File: src/rtl/paraddsub_pkg.sv
// Shared constants for the add/subtract datapath: default width and MODE encodings.
// Latency: n/a. Backpressure: n/a.
// Holds no logic, only parameters.
package paraddsub_pkg;

    localparam int WIDTH_DEF = 4;

    localparam logic MODE_ADD = 1'b0;
    localparam logic MODE_SUB = 1'b1;

endpackage

File: src/rtl/paraddsub_full_adder.sv
// One-bit full adder, the single stage of the shared ripple-carry chain.
// Latency: combinational.
// Backpressure: none.
module full_adder (
    input  logic a,
    input  logic b,
    input  logic cin,
    output logic sum,
    output logic cout
);

    assign sum  = a ^ b ^ cin;
    assign cout = (a & b) | (cin & (a ^ b));

endmodule

File: src/rtl/paraddsub.sv
// Registered unsigned add/subtract over one shared ripple-carry chain.
// Latency: 1 cycle, one operation accepted every cycle.
// Backpressure: none; no handshake, inputs sampled on every rising edge.
module paraddsub
    import paraddsub_pkg::*;
#(
    parameter int WIDTH = WIDTH_DEF
) (
    input  logic             clk,
    input  logic             rst_n,
    input  logic             MODE,
    input  logic [WIDTH-1:0] A,
    input  logic [WIDTH-1:0] B,
    output logic [WIDTH-1:0] Dataout,
    output logic             cout
);

    logic             sub;
    logic [WIDTH-1:0] b_eff;
    logic [WIDTH-1:0] sum;
    logic [WIDTH:0]   carry;

    // Subtract is A + ~B + 1: invert B and inject the +1 as chain carry-in.
    assign sub      = (MODE == MODE_SUB);
    assign b_eff    = B ^ {WIDTH{sub}};
    assign carry[0] = sub;

    for (genvar i = 0; i < WIDTH; i++) begin : g_chain
        full_adder u_fa (
            .a    (A[i]),
            .b    (b_eff[i]),
            .cin  (carry[i]),
            .sum  (sum[i]),
            .cout (carry[i+1])
        );
    end

    always_ff @(posedge clk or negedge rst_n) begin
        if (!rst_n) begin
            Dataout <= '0;
        end else begin
            Dataout <= sum;
        end
    end

    always_ff @(posedge clk or negedge rst_n) begin
        if (!rst_n) begin
            cout <= 1'b0;
        end else begin
            cout <= carry[WIDTH];
        end
    end

endmodule

File: config.mk
export PLATFORM = sky130hd
export DESIGN_NAME = paraddsub
export DESIGN_NICKNAME = d
export VERILOG_FILES = /design/src/rtl/paraddsub_pkg.sv /design/src/rtl/paraddsub_full_adder.sv /design/src/rtl/paraddsub.sv
export SDC_FILE = /design/constraint.sdc
export NUM_CORES = 1
export LEC_CHECK = 0
export BUFFER_PORTS_ARGS = -buffer_cell sky130_fd_sc_hd__buf_2
export CAP_MARGIN = 20
export CELL_PAD_IN_SITES_DETAIL_PLACEMENT = 1
export CELL_PAD_IN_SITES_GLOBAL_PLACEMENT = 1
export CORE_AREA = 2 2 39 41
export DETAILED_ROUTE_END_ITERATION = 7
export DIE_AREA = 0 0 41 43
export GPL_TIMING_DRIVEN = 0
export HOLD_SLACK_MARGIN = 0.15
export PLACE_DENSITY = 0.54
export SETUP_SLACK_MARGIN = 0.3
export SLEW_MARGIN = 20
export SYNTH_ARGS = -nofsm -noshare
export SYNTH_HDL_FRONTEND = slang
export SYNTH_SLANG_ARGS = --single-unit
File: constraint.sdc
create_clock -name clk -period 0.8 [get_ports clk]
set_clock_uncertainty 0.1 [all_clocks]
set_input_delay 0 -clock clk [delete_from_list [all_inputs] [get_ports clk]]
set_output_delay 0 -clock clk [all_outputs]
set_load 0.01 [all_outputs]
==> After elaboration in Yosys (flattened, before gate mapping) <==
Cells that the tools add are included.
{ "op_classes": {"bitwise_logic": 21} }
{ "ops": {"columns": ["operator", "count"], "rows": [
  ["$and A1 B1 Y1", 8],
  ["$xor A1 B1 Y1", 8],
  ["$or A1 B1 Y1", 4],
  ["$xor A4 B4 Y4", 1]
]} }
{ "totals": {"elab_cells": 23, "inputBits": 11, "register_bits": 5, "output_inout_bits": 5} }

==> Depth between registers and ports, before layout <==
{ "logic_depth": {"ltp_word": 10, "mapped_depth": 5, "mapped_depth_nobuf": 5} }

==> Modules after synthesis <==
Synthesis repeated with hierarchy kept, for this count alone.
{ "unflattened": {"hier_cells": 13, "area_unflattened_um2": 240.2} }
{ "by_module_without_submodules": {"columns": ["module", "area_each_um2", "instances", "seq_area_each_um2", "cells_each"], "rows": [
  ["paraddsub", 160.2, 1, 125.1, 9],
  ["full_adder", 20.0, 4, 0.0, 1]
]} }

==> Least setup slack after synthesis <==
Ideal clock, no wire load.
{ "synth_timing": {"kind": "input -> register", "from": "in B[1]", "to": "reg Dataout[3]", "cell_stages": 5, "t_arrival_ns": 1.336, "path_slack_ns": -0.772, "path_buffers": 0, "required_ns": 0.564, "cell_sequence": "xnor2_1 > fa_1 > fa_1 > inv_1 > fa_1"} }
{ "synth_via": {"elab_chain_len": 7, "elab_cells_between_ends": 8, "classes_between": "bitwise (8)"} }
{ "synth_rtl": {"columns": ["item", "line_no", "source"], "rows": [
  ["start, declared", "paraddsub.sv:13", "input logic [WIDTH-1:0] B,"],
  ["$xor A4 B4 Y4 (*)", "paraddsub.sv:25", "assign b_eff = B ^ {WIDTH{sub}};"],
  ["$xor A1 B1 Y1", "paraddsub_full_adder.sv:13", "assign cout = (a & b) | (cin & (a ^ b));"],
  ["$and A1 B1 Y1", "paraddsub_full_adder.sv:13", null],
  ["$or A1 B1 Y1 (*)", "paraddsub_full_adder.sv:13", null],
  ["$and A1 B1 Y1 (*)", "paraddsub_full_adder.sv:13", null],
  ["$or A1 B1 Y1 (*)", "paraddsub_full_adder.sv:13", null],
  ["$xor A1 B1 Y1 (*)", "paraddsub_full_adder.sv:12", "assign sum = a ^ b ^ cin;"],
  ["net g_chain[3].u_fa.sum", "paraddsub_full_adder.sv:8", "output logic sum,"],
  ["end signal, assigned", "paraddsub.sv:42", "Dataout <= sum;"],
  ["end, declared", "paraddsub.sv:14", "output logic [WIDTH-1:0] Dataout,"]
]} }
The timed path passes the listed nets; every way through them passes the cells marked *.

==> Final worst setup path <==
{ "layout_timing": {"from": "in MODE", "to": "reg Dataout[3]"} }
{ "layout_via": {"elab_chain_len": 9, "elab_cells_between_ends": 15, "classes_between": "bitwise (15)"} }
{ "layout_rtl": {"columns": ["item", "line_no", "source"], "rows": [
  ["start, declared", "paraddsub.sv:11", "input logic MODE,"],
  ["$xor A4 B4 Y4", "paraddsub.sv:25", null],
  ["$xor A1 B1 Y1", "paraddsub_full_adder.sv:13", null],
  ["$and A1 B1 Y1", "paraddsub_full_adder.sv:13", null],
  ["$or A1 B1 Y1", "paraddsub_full_adder.sv:13", null],
  ["$and A1 B1 Y1", "paraddsub_full_adder.sv:13", null],
  ["$or A1 B1 Y1", "paraddsub_full_adder.sv:13", null],
  ["$and A1 B1 Y1", "paraddsub_full_adder.sv:13", null],
  ["$or A1 B1 Y1", "paraddsub_full_adder.sv:13", null],
  ["$xor A1 B1 Y1 (*)", "paraddsub_full_adder.sv:12", null],
  ["net g_chain[3].u_fa.sum", "paraddsub_full_adder.sv:8", null]
]} }
Marks and branches as above.

==> summary.txt <==
Critical Path Start: MODE
FF+latch area: 125 um2
Crit-path max cell delay: 0.39 ns
Met2 Use GR: 9.06%
Worst slew pin tran: 0.175 ns
Max cap viols: 0
Core box area: 1380 um2
Most frequent cells in the layout: buf_2 (13), dfrtp_1 (5), inv_1 (3), clkbuf_4 (3)
Starting density of the core: 18.0%
Worst vdd ir: 0.455 mV
I/O Buffers: 15
Clock-pin slew on the worst setup and hold paths: 0.04 ns
Area after DPL: 368 um2
Met1 Track Usage GR: 6.64%
Flip-flop and latch count after synthesis: 5
Power density cells: 1920 nW/um2
Inserted Clock Buffers: 3
Io pins: 16
Ant diodes: 0
Post-Syn Area: 249 um2
Via count: 195
Total iterations of the first detailed-routing run: 1
WHS Path Cells: 2
Pin count of the biggest net entering global routing: 6
CP Data Required Time: 0.81 ns
Vias in the first global route: 205
# setup viols final: 8
Chip Height: 43 um
Layout fillers: 173
Mapped Cells: 18
Max frequency: 723 MHz
Die area: 1760 um2
CTS hold repair buffers: 1
Nets: 54
Num rows: 14
Synth Net Count: 32
Global route hottest layer: met2
Post-Layout Inst Area: 433 um2
Crit-path max FO: 3
Clock sink count: 5
Layout cells sized above 1: 61.5%
Grt total ovfl: 0
Slew Viols, Final: 0
Worst endpoint data arrival time: 1.39 ns
Post-layout power: 832 uW
Final Critical Period: 1.38 ns
HP Class: in2reg
Antenna violations before repair: 0
Failing checks: hold timing, setup timing
Multi-input gate area: 129 um2
Pleak: 0.000219 uW
WL per Instance: 8.16 um
HP Start: A[0]
Met3 Track Usage GR: 1.57%
Clock Tree Buf Depth: 2
Synthesis warning total: 0
Post-synthesis sequential area ratio: 50.3%
Die Width: 41 um
CTS tree: yes
Crit path cell chain: buf_12 > xnor2_4 > fa_2 > fa_2 > inv_2 > fa_1
Status: finished with violations
Critical path launch point type: input pin
Area Overhead vs Synth: 73.9%
Post-Route WL: 449 um
DRC: 0
Crit-path most repeated cell: fa_2
H-Tree Depth: 1
Crit share post-route: 173%
Hold Slack: -0.136 ns
Final RePlAce weighted congestion: 0.569
RSZ-0062 raised after global routing: true
Root buf cell: clkbuf_4
Final WS setup: -0.583 ns
Endpoints failing hold: 3
Global-route usage over all layers: 6.49%
First-pass GRT wire length: 731 um
Antenna Nets Post-Route: 0
Vias per cell: 3.55
Critical path type: in2reg
Initial DRC count: 0
Syn Area/Cell: 13.8 um2
Slowest cell on crit path: fa_1
Relative slew slack: 88.0%
Commonest non-fill, non-tap cell in the layout: buf_2
Count of unique library cells instantiated by Yosys: 6
Crit end category: flop
==> critical path: cells and delay by family <==
family,cells,cell delay (ns)
buffers and inverters,2,0.17
adder cells (fa/ha/maj),3,1.09
XOR/XNOR,1,0.13
==> synthesized netlist by cell type <==
master   n  area share, %
dfrtp_1  5             50
inv_1    5            7.5
fa_1     3             24
xnor2_1  2            7.0
xor2_1   2            7.0
mux2i_1  1            4.0
==> power by group <==
group,switching (uW),total [uW],internal [uW]
registers,11.0,316,305
logic,113,234,121
clock network,94.1,282,188
==> through the flow <==
step	std cells	setup TNS (ns)	hold WS, ns	utilization (%)	setup WS (ns)
after floorplan	18	-1.59	-0.396	-	-0.683
after global placement	49	-2.42	-0.288	26.6	-0.906
after detailed placement	49	-2.46	-0.280	26.6	-0.915
after CTS	55	-1.39	-0.144	31.3	-0.580
after global routing	55	-1.57	-0.143	31.3	-0.611
final	55	-1.32	-0.136	31.3	-0.583
==> what timing repair did <==
item,4_1_cts,5_1_grt
setup buffers,1,0
endpoints found under the hold margin,10,10
setup endpoints to repair,9,9
resized for setup,8,0
pin swaps,0,0
gates cloned,0,0
==> cell families (layout without fill, tap and decap cells) <==
kind of cell	count (synthesis)	in the layout	synth area share, %
flip-flops	5	5	50.3
buffers and inverters	5	26	7.54
adder cells (fa/ha/maj)	3	3	24.1
XOR/XNOR	4	4	14.1
multiplexers	1	1	4.02
==> state kept, by name (all words and copies together) (netlist names) <==
signal,flops
Dataout,4
cout,1
==> worst paths after layout <==
kind	to	slack (ns)
worst max-delay path	Dataout[3]	-0.58
worst min-delay path	Dataout[0]	-0.14
max in group asynchronous	Dataout[0]	0.47
min in group asynchronous	cout	0
==> area by class of cell <==
| class | instances | share of cell area, % |
|---|---|---|
| sequential | 5 | 28.9 |
| tap | 16 | 4.62 |
| clock buffer | 4 | 6.07 |
| multi-input combinational | 8 | 29.8 |
| timing repair buffer | 17 | 26.3 |
| inverter | 5 | 4.34 |
==> per-layer routing <==
layer  routed length, um  up-vias
met5                   0        -
met4                   0        0
met3                  62        0
met2                 238       13
met1                 148       91
li1                    -       91
Note: power is estimated with default switching activity, not from simulation.
